`src/rtl/linear2_neuron_mac_if.sv`:
```
// Bus between the layer-2 controller/weight memory and the neuron MAC engine:
// start/activation request, weight row from memory, rd strobe, status and results.
interface linear2_neuron_mac_if #(
    parameter int DW = 10,
    parameter int N  = 10
);
    logic          start;
    logic [N*DW-1:0] x_vec;
    logic [DW-1:0] w0, w1, w2, w3, w4, w5, w6, w7, w8, w9;
    logic          mem_rd;
    logic          busy;
    logic          done;
    logic [N*DW-1:0] y_vec;

    modport master (
        output start, x_vec,
        output w0, w1, w2, w3, w4, w5, w6, w7, w8, w9,
        input  mem_rd, busy, done, y_vec
    );

    modport slave (
        input  start, x_vec,
        input  w0, w1, w2, w3, w4, w5, w6, w7, w8, w9,
        output mem_rd, busy, done, y_vec
    );
endinterface

```
`src/rtl/linear2_neuron_mac.sv`:
```
// Fully-connected layer-2 engine: streams 10 weight rows from memory through a
// 2-stage multiply/adder-tree pipeline, then shift, optional ReLU and saturation.
module linear2_neuron_mac #(
    parameter int DW    = 10,
    parameter int N     = 10,
    parameter int FRAC  = 4,
    parameter int ACC_W = 24,
    parameter int RELU  = 0
) (
    input logic              clk,
    input logic              rst,
    linear2_neuron_mac_if.slave bus
);
    localparam int CW = $clog2(N + 1);
    localparam int RW = $clog2(N);
    localparam logic [CW-1:0] CNT_LAST   = CW'(N);
    localparam logic [CW-1:0] CNT_ROWMAX = CW'(N - 1);
    localparam logic [RW-1:0] ROW_LAST   = RW'(N - 1);
    localparam logic signed [ACC_W-1:0] SAT_MAX = ACC_W'((1 << (DW - 1)) - 1);
    localparam logic signed [ACC_W-1:0] SAT_MIN = ~SAT_MAX;

    typedef enum logic [1:0] {IDLE, READ, DRAIN} state_t;

    state_t state, state_next;

    logic [CW-1:0]          cnt;
    logic signed [DW-1:0]   x_reg  [N];
    logic signed [DW-1:0]   w      [N];
    logic                   v1, v2;
    logic [RW-1:0]          r1, r2;
    logic signed [2*DW-1:0] prod   [N];
    logic signed [DW-1:0]   result [N];
    logic signed [DW-1:0]   res_next [N];
    logic signed [ACC_W-1:0] sum, shifted, relu_v;
    logic signed [DW-1:0]   sat;
    logic [N*DW-1:0]        y_pack;
    logic [N*DW-1:0]        y_reg;
    logic                   done_reg;
    logic                   mem_rd, busy;

    assign w[0] = bus.w0;
    assign w[1] = bus.w1;
    assign w[2] = bus.w2;
    assign w[3] = bus.w3;
    assign w[4] = bus.w4;
    assign w[5] = bus.w5;
    assign w[6] = bus.w6;
    assign w[7] = bus.w7;
    assign w[8] = bus.w8;
    assign w[9] = bus.w9;

    always_ff @(posedge clk or posedge rst) begin
        if (rst) state <= IDLE;
        else     state <= state_next;
    end

    always_comb begin
        state_next = state;
        unique case (state)
            IDLE:    if (bus.start) state_next = READ;
            READ:    if (cnt == CNT_LAST) state_next = DRAIN;
            DRAIN:   state_next = IDLE;
            default: state_next = IDLE;
        endcase
    end

    always_comb begin
        mem_rd = (state == READ);
        busy   = (state != IDLE);
    end

    assign bus.mem_rd = mem_rd;
    assign bus.busy   = busy;
    assign bus.done   = done_reg;
    assign bus.y_vec  = y_reg;

    always_ff @(posedge clk or posedge rst) begin
        if (rst) begin
            cnt <= '0;
            for (int unsigned k = 0; k < N; k++) x_reg[k] <= '0;
        end else if (state == IDLE && bus.start) begin
            cnt <= '0;
            for (int unsigned k = 0; k < N; k++) x_reg[k] <= bus.x_vec[k*DW +: DW];
        end else if (state == READ) begin
            cnt <= cnt + 1'b1;
        end
    end

    // The 11th rd strobe only rewinds the memory pointer, so it carries no row tag.
    always_ff @(posedge clk or posedge rst) begin
        if (rst) begin
            v1 <= 1'b0;
            r1 <= '0;
        end else begin
            v1 <= (state == READ) && (cnt <= CNT_ROWMAX);
            r1 <= cnt[RW-1:0];
        end
    end

    always_ff @(posedge clk or posedge rst) begin
        if (rst) begin
            v2 <= 1'b0;
            r2 <= '0;
            for (int unsigned k = 0; k < N; k++) prod[k] <= '0;
        end else begin
            v2 <= v1;
            r2 <= r1;
            if (v1) begin
                for (int unsigned k = 0; k < N; k++)
                    prod[k] <= (2*DW)'(w[k]) * (2*DW)'(x_reg[k]);
            end
        end
    end

    always_comb begin
        sum = '0;
        for (int unsigned k = 0; k < N; k++) sum = sum + ACC_W'(prod[k]);
        shifted = sum >>> FRAC;
        if (RELU != 0 && shifted[ACC_W-1]) relu_v = '0;
        else                               relu_v = shifted;
        if (relu_v > SAT_MAX)      sat = SAT_MAX[DW-1:0];
        else if (relu_v < SAT_MIN) sat = SAT_MIN[DW-1:0];
        else                       sat = relu_v[DW-1:0];
    end

    // The last row's result is merged before packing so y_vec updates atomically with done.
    always_comb begin
        for (int unsigned r = 0; r < N; r++) res_next[r] = result[r];
        if (v2) res_next[r2] = sat;
        y_pack = '0;
        for (int unsigned r = 0; r < N; r++) y_pack[r*DW +: DW] = res_next[r];
    end

    always_ff @(posedge clk or posedge rst) begin
        if (rst) begin
            for (int unsigned r = 0; r < N; r++) result[r] <= '0;
            y_reg    <= '0;
            done_reg <= 1'b0;
        end else begin
            for (int unsigned r = 0; r < N; r++) result[r] <= res_next[r];
            done_reg <= v2 && (r2 == ROW_LAST);
            if (v2 && (r2 == ROW_LAST)) y_reg <= y_pack;
        end
    end
endmodule

```
`src/flat_wrapper.sv`:
```
// flat-port wrapper written by rule: the top's interface ports become plain ports
module linear2_neuron_mac_flat 
#(
    parameter int DW    = 10,
    parameter int N     = 10,
    parameter int FRAC  = 4,
    parameter int ACC_W = 24,
    parameter int RELU  = 0
)
  (clk, rst, bus_start, bus_x_vec, bus_w0, bus_w1, bus_w2, bus_w3, bus_w4, bus_w5, bus_w6, bus_w7, bus_w8, bus_w9, bus_mem_rd, bus_busy, bus_done, bus_y_vec);
  linear2_neuron_mac_if #(.DW(DW), .N(N)) bus_i ();
  input logic clk;
  input logic rst;
  input wire logic [$bits(bus_i.start)-1:0] bus_start;
  input wire logic [$bits(bus_i.x_vec)-1:0] bus_x_vec;
  input wire logic [$bits(bus_i.w0)-1:0] bus_w0;
  input wire logic [$bits(bus_i.w1)-1:0] bus_w1;
  input wire logic [$bits(bus_i.w2)-1:0] bus_w2;
  input wire logic [$bits(bus_i.w3)-1:0] bus_w3;
  input wire logic [$bits(bus_i.w4)-1:0] bus_w4;
  input wire logic [$bits(bus_i.w5)-1:0] bus_w5;
  input wire logic [$bits(bus_i.w6)-1:0] bus_w6;
  input wire logic [$bits(bus_i.w7)-1:0] bus_w7;
  input wire logic [$bits(bus_i.w8)-1:0] bus_w8;
  input wire logic [$bits(bus_i.w9)-1:0] bus_w9;
  output wire logic [$bits(bus_i.mem_rd)-1:0] bus_mem_rd;
  output wire logic [$bits(bus_i.busy)-1:0] bus_busy;
  output wire logic [$bits(bus_i.done)-1:0] bus_done;
  output wire logic [$bits(bus_i.y_vec)-1:0] bus_y_vec;
  assign bus_i.start = bus_start;
  assign bus_i.x_vec = bus_x_vec;
  assign bus_i.w0 = bus_w0;
  assign bus_i.w1 = bus_w1;
  assign bus_i.w2 = bus_w2;
  assign bus_i.w3 = bus_w3;
  assign bus_i.w4 = bus_w4;
  assign bus_i.w5 = bus_w5;
  assign bus_i.w6 = bus_w6;
  assign bus_i.w7 = bus_w7;
  assign bus_i.w8 = bus_w8;
  assign bus_i.w9 = bus_w9;
  assign bus_mem_rd = bus_i.mem_rd;
  assign bus_busy = bus_i.busy;
  assign bus_done = bus_i.done;
  assign bus_y_vec = bus_i.y_vec;
  linear2_neuron_mac #(.DW(DW), .N(N), .FRAC(FRAC), .ACC_W(ACC_W), .RELU(RELU)) u_core (.clk(clk), .rst(rst), .bus(bus_i));
endmodule
```
`config.mk`:
```
export PLATFORM = sky130hd
export DESIGN_NAME = linear2_neuron_mac_flat
export DESIGN_NICKNAME = d
export VERILOG_FILES = /design/src/rtl/linear2_neuron_mac_if.sv /design/src/rtl/linear2_neuron_mac.sv /design/src/flat_wrapper.sv
export SDC_FILE = /design/constraint.sdc
export NUM_CORES = 2
export LEC_CHECK = 0
export ABC_AREA = 1
export CAP_MARGIN = 20
export CORE_ASPECT_RATIO = 1.4
export CORE_MARGIN = 5
export CORE_UTILIZATION = 50
export CTS_BUF_LIST = sky130_fd_sc_hd__clkbuf_4 sky130_fd_sc_hd__clkbuf_8
export CTS_CLUSTER_DIAMETER = 30
export CTS_CLUSTER_SIZE = 24
export DETAILED_ROUTE_END_ITERATION = 16
export PLACE_DENSITY = 0.7
export SYNTH_ARGS = -nofsm -noshare
export SYNTH_HDL_FRONTEND = slang
export SYNTH_SLANG_ARGS = --single-unit
```
`constraint.sdc`:
```
create_clock -name clk -period 19.45 [get_ports clk]
set_clock_uncertainty 0.1 [all_clocks]
set_input_delay 1.945 -clock clk [delete_from_list [all_inputs] [get_ports clk]]
set_output_delay 1.945 -clock clk [all_outputs]
set_load 0.02 [all_outputs]
```
# Yosys cells after proc, flatten, opt, wreduce, memory -nomap -nowiden
# Index checks and enable logic that the tools add are counted.
[word_totals]
regBits = 517
inputBits = 203
out_inout_bits = 103
wordCells = 88
[classes]
n_addsub = 10
mul = 10
magnitude_cmp = 5
eq_ne = 5
mux = 11
bitwise = 1
reduce_logical = 8
[ops]
columns = ["cell", "n"]
rows = [
  ["10-bit by 10-bit multiplier with 20-bit output", 10],
  ["24-bit by 20-bit adder with 24-bit output", 7],
  ["100-bit bitwise mux", 1],
  ["100-bit 2-to-1 mux", 1],
  ["10-bit demux with 4-bit select", 1],
  ["10-bit 2-to-1 mux", 3],
  ["21-bit by 20-bit adder with 22-bit output", 1],
  ["20-bit by 20-bit adder with 21-bit output", 1],
  ["20-bit by 10-bit > comparator with 1-bit output (second input constant)", 1],
  ["20-bit by 10-bit less-than comparator with 1-bit output (second input constant)", 1],
  ["4-bit == test (second input constant)", 2],
  ["4-bit 2-to-1 mux", 2],
  ["5-bit greater-or-equal comparator (second input constant)", 1],
  ["5-bit by 1-bit less-than comparator with 1-bit output (second input constant)", 1],
  ["4-bit inverter with 5-bit output", 1],
  ["4-bit by 1-bit adder with 4-bit output (second input constant)", 1],
  ["4-bit less-or-equal comparator (second input constant)", 1],
  ["1-bit logical AND", 4],
  ["2-bit 2-to-1 mux", 2],
  ["2-bit one-hot mux with 2 select lines", 1],
  ["2-bit nonzero test", 2],
  ["2-bit by 1-bit == test with 1-bit output (second input constant)", 1],
  ["2-bit zero test", 1],
  ["2-bit by 1-bit != test with 1-bit output (second input constant)", 1],
  ["other kinds (2)", 2],
]

# Longest topological paths before layout
[logic_depth]
ltp_word = 14
mapped_depth = 37
mapped_depth_nobuf = 37

# Worst setup path after synthesis
# No wires, ideal clock.
[synth_path]
path_type = "in2reg"
start = "input bus_w6[7]"
end = "register u_core.prod[77] (netlist bit)"
arrival_ps = 6443
required_ps = 19217
setup_slack_ps = 12774
stages = 21
path_buffers = 1
path_cell_list = "buf_1 nand2_1 fa_1 inv_1 fa_1 inv_1 fa_1 inv_1 fa_1 fa_1 ha_1 nand4_1 o21ai_0 nand2_1 a21oi_1 nand2_1 nand3_1 inv_1 o21ai_0 xor2_1 o21ai_0"
[synth_between]
elab_chain_len = 1
[synth_lines]
columns = ["item", "line", "source"]
rows = [
  ["start: declaration", "flat_wrapper.sv:22", "input wire logic [$bits(bus_i.w6)-1:0] bus_w6;"],
  ["10-bit by 10-bit multiplier with 20-bit output", "linear2_neuron_mac.sv:110", "prod[k] <= (2*DW)'(w[k]) * (2*DW)'(x_reg[k]);"],
  ["end signal: indexed assignment", "linear2_neuron_mac.sv:110", ""],
  ["end: declaration", "linear2_neuron_mac.sv:31", "logic signed [2*DW-1:0] prod [N];"],
]
# Every way passes these cells.
# A chain may end at the register's enable or synchronous reset.

# Final worst setup path
[layout_path]
start = "register u_core.prod[148] (netlist bit)"
end = "register u_core.y_reg[61], in the netlist u_core.bus.y_vec[61]"
[layout_between]
elab_chain_len = 13
[layout_lines]
columns = ["item", "line", "source"]
rows = [
  ["21-bit by 20-bit adder with 22-bit output (*)", "linear2_neuron_mac.sv:117", "for (int unsigned k = 0; k < N; k++) sum = sum + ACC_W'(prod[k]);"],
  ["24-bit by 20-bit adder with 24-bit output (*) (7 in a row)", "linear2_neuron_mac.sv:117", ""],
  ["20-bit by 10-bit less-than comparator with 1-bit output", "linear2_neuron_mac.sv:122", "else if (relu_v < SAT_MIN) sat = SAT_MIN[DW-1:0];"],
  ["10-bit 2-to-1 mux", "linear2_neuron_mac.sv:122", ""],
  ["10-bit 2-to-1 mux (*)", "linear2_neuron_mac.sv:121", "if (relu_v > SAT_MAX) sat = SAT_MAX[DW-1:0];"],
  ["100-bit bitwise mux (*)", "linear2_neuron_mac.sv:129", "if (v2) res_next[r2] = sat;"],
  ["100-bit 2-to-1 mux (*)", "linear2_neuron_mac.sv:129", ""],
  ["end signal: assignment", "linear2_neuron_mac.sv:142", "if (v2 && (r2 == ROW_LAST)) y_reg <= y_pack;"],
  ["end: declaration", "linear2_neuron_mac.sv:37", "logic [N*DW-1:0] y_reg;"],
]
# Every way passes the cells marked *; elsewhere a longest branch is shown, timed or not.

==> impl_results.md <==
- Num rows: 157
- Clock Pin Slew Worst Setup and Hold Paths: 0.08 ns
- Slew @ Worst Pin: 1.08 ns
- # resized after CTS: 0
- Die footprint: 139000 µm²
- Cells after synthesis: 7788
- Total CTS buffers: 104
- Fmax: 0.125 GHz
- Max reg flops: 200
- Grt ovf: 0
- Final period utilization: 41.1%
- Synth Net Count: 9586
- CTS sink cnt: 507
- Die W: 317 µm
- Core footprint: 131000 µm²
- Via density: 5.05
- Synth-to-Final Area Change: 10.1%
- Crit path max-delay cell type: nand2_8
- Synth warnings: 0
- First-pass GRT wire length: 268000 µm
- Number of global-route vias before repair: 53353
- Worst EP required: 20.03 ns
- Final setup vio count: 0
- Port buffer count: 305
- Netlist cell types: 56
- CTS tree: done
- Initial antenna violation count: 10
- Commonest cells post-synth: nand2_1, inv_1, fa_1
- Post-CTS Setup Inserts: 0
- Starting Density: 50.3%
- Critical Path Max Stage Delay: 0.64 ns
- Worst Path Class, Setup: reg2reg
- Drt first pass iters: 6
- Async set-or-reset flop fraction in the synthesized netlist: 100%
- Final Hold Fails: 0
- Most numerous cell in the Yosys netlist: nand2_1
- Slew HR: 27.9%
- Crit path DAT: 8.57 ns
- Htree depth: 3
- GRT Util Overall: 23.8%
- Total Neg Setup Slack: 0 ns
- Post-synth EDFFs: 0
- Top-area cell type share of the netlist area: 32.1%
- Fill cells: 11920
- Status: complete, no violations
- Max_cap viols: 0
- Synth area leader: fa_1
- Synth Flop Type: dfrtp_1
- Placed cells: 9550
- Largest net degree at the start of global routing: 147
- Maximum clock insertion buffer count: 3
- CP endpoint kind: flop
- Hold/Removal Path Class: reg2reg
- DP Wirelength: 130000 µm
- Nets: 9706
- 1st-iter DRT viols: 2911
- Hold_buf cts: 0
- Share of cells above drive strength 1: 7.28%
- Worst path bufs/invs: 5
- Non-filler cells, final: 9754
- Crit-path most repeated cell: fa_1
- Drt drc: 0
- Fin Hold WS: 0.247 ns
- Boundary pin count: 306
- Syn Area/Cell: 8.47 µm²
- Final GP Congestion: 0.919
- Design area: 72600 µm²
- RSZ-0062 raised after global routing: no
- Min Clock Period, post-route: 7.99 ns
- Die Ht: 440 µm
- WL per Instance: 16.4 µm
- Synthesized flop and latch total: 507
- Fin. max-slew vios: 0
- Post-DRT Antenna Nets: 0
- Root buffer cell: clkbuf_8
- Clk_lat worst skew: 0.84 ns
- Placed inst area: 70000 µm²
- CP top delay family: adder cells
- Final wirelength: 160000 µm
- Via count: 49225
- Largest cells by area after synthesis: fa_1, dfrtp_1, nand2_1
- Synthesized area: 65900 µm²
- Sequential share of the synthesized area: 19.2%
- Critical Path Start Type: flop
- Worst-path fanout max: 90
## worst paths after layout
kind	startpoint	endpoint	slack (ns)	cells after the start
max reg2reg	u_core.prod[148]	u_core.bus.y_vec[61]	11.46	32
min	u_core.r1[3]	u_core.r2[3]	0.25	0
max in group asynchronous	rst	u_core.x_reg[81]	14.58	5
min reg2reg	u_core.r1[3]	u_core.r2[3]	0.25	0
max	u_core.prod[148]	u_core.bus.y_vec[61]	11.46	32
min in group asynchronous	rst	u_core.result[31]	1.57	2
## cell type report
cell class              instances  area (µm²)  area share [%]
repair buffers                328        3250            4.47
multi-input cells            5129       45000            62.0
flip-flops and latches        507       12700            17.5
inverters                    1838        6920            9.53
well taps                    1749        2190            3.01
diodes                          7        17.5          0.0241
clock inverters                72         902            1.24
clock buffers                 124        1650            2.27
## routing by layer
layer	vias up	global-route usage (%)	routed length [µm]
met3	325	2.86	6720
li1	23219	-	-
met2	1116	43.4	84300
met4	6	8.92	5910
met5	-	0	51
met1	24559	28.7	62600
## placed cells by master (no fill, tap or decap), types with 5 or more instances in the layout
master / synthesis / layout
clkbuf_8: 0 / 115
clkbuf_4: 0 / 9
nor3_1: 26 / 26
xnor2_1: 74 / 74
inv_1: 1834 / 1831
fa_1: 1058 / 1058
buf_4: 13 / 22
a21o_1: 17 / 17
nand3_2: 126 / 126
o21ai_0: 274 / 274
nand3_1: 138 / 138
nand3b_1: 5 / 5
nand2_8: 11 / 11
a21oi_1: 168 / 168
bufinv_16: 0 / 14
nor2_1: 158 / 156
clkinvlp_4: 0 / 21
a31oi_1: 39 / 39
inv_8: 0 / 10
inv_6: 0 / 17
nand2_1: 2072 / 2071
xor2_1: 132 / 132
nor2_2: 8 / 9
nand2_2: 15 / 15
clkdlybuf4s50_1: 0 / 305
o31ai_1: 11 / 11
nand4_1: 24 / 24
o21bai_1: 12 / 12
or2_2: 182 / 182
a211oi_1: 6 / 6
clkinv_2: 0 / 8
diode_2: 0 / 7
dfrtp_1: 507 / 506
ha_1: 537 / 537
## worst reg2reg max path: cells and delay by family (launching register included)
family / cells / cell delay, ns
fa+ha+maj: 7 / 3.17
simple gates: 13 / 2.59
compound gates: 6 / 1.01
buf+inv: 5 / 0.38
flops: 1 / 0.35
xor+xnor: 1 / 0.28
## kinds of logic after synthesis
kind of cell	count (synthesis)	share of synthesized area (%)
flops	507	19.2
buf+inv	2152	12.6
fa+ha+maj	1595	42.3
simple gates	2780	18.6
xor+xnor	206	2.74
mux	1	0.0152
compound gates	547	4.49
## metrics by stage
step                      setup slack, ns  util [%]
final                               11.46      55.4
after global routing                11.03      55.4
after CTS                           11.49      55.4
after detailed placement            11.59      53.4
after global placement              11.59      53.4
after floorplan                      3.25         -
Power is not shown: default switching activity piles up to over one toggle a cycle in this logic, so the estimate is an artifact.
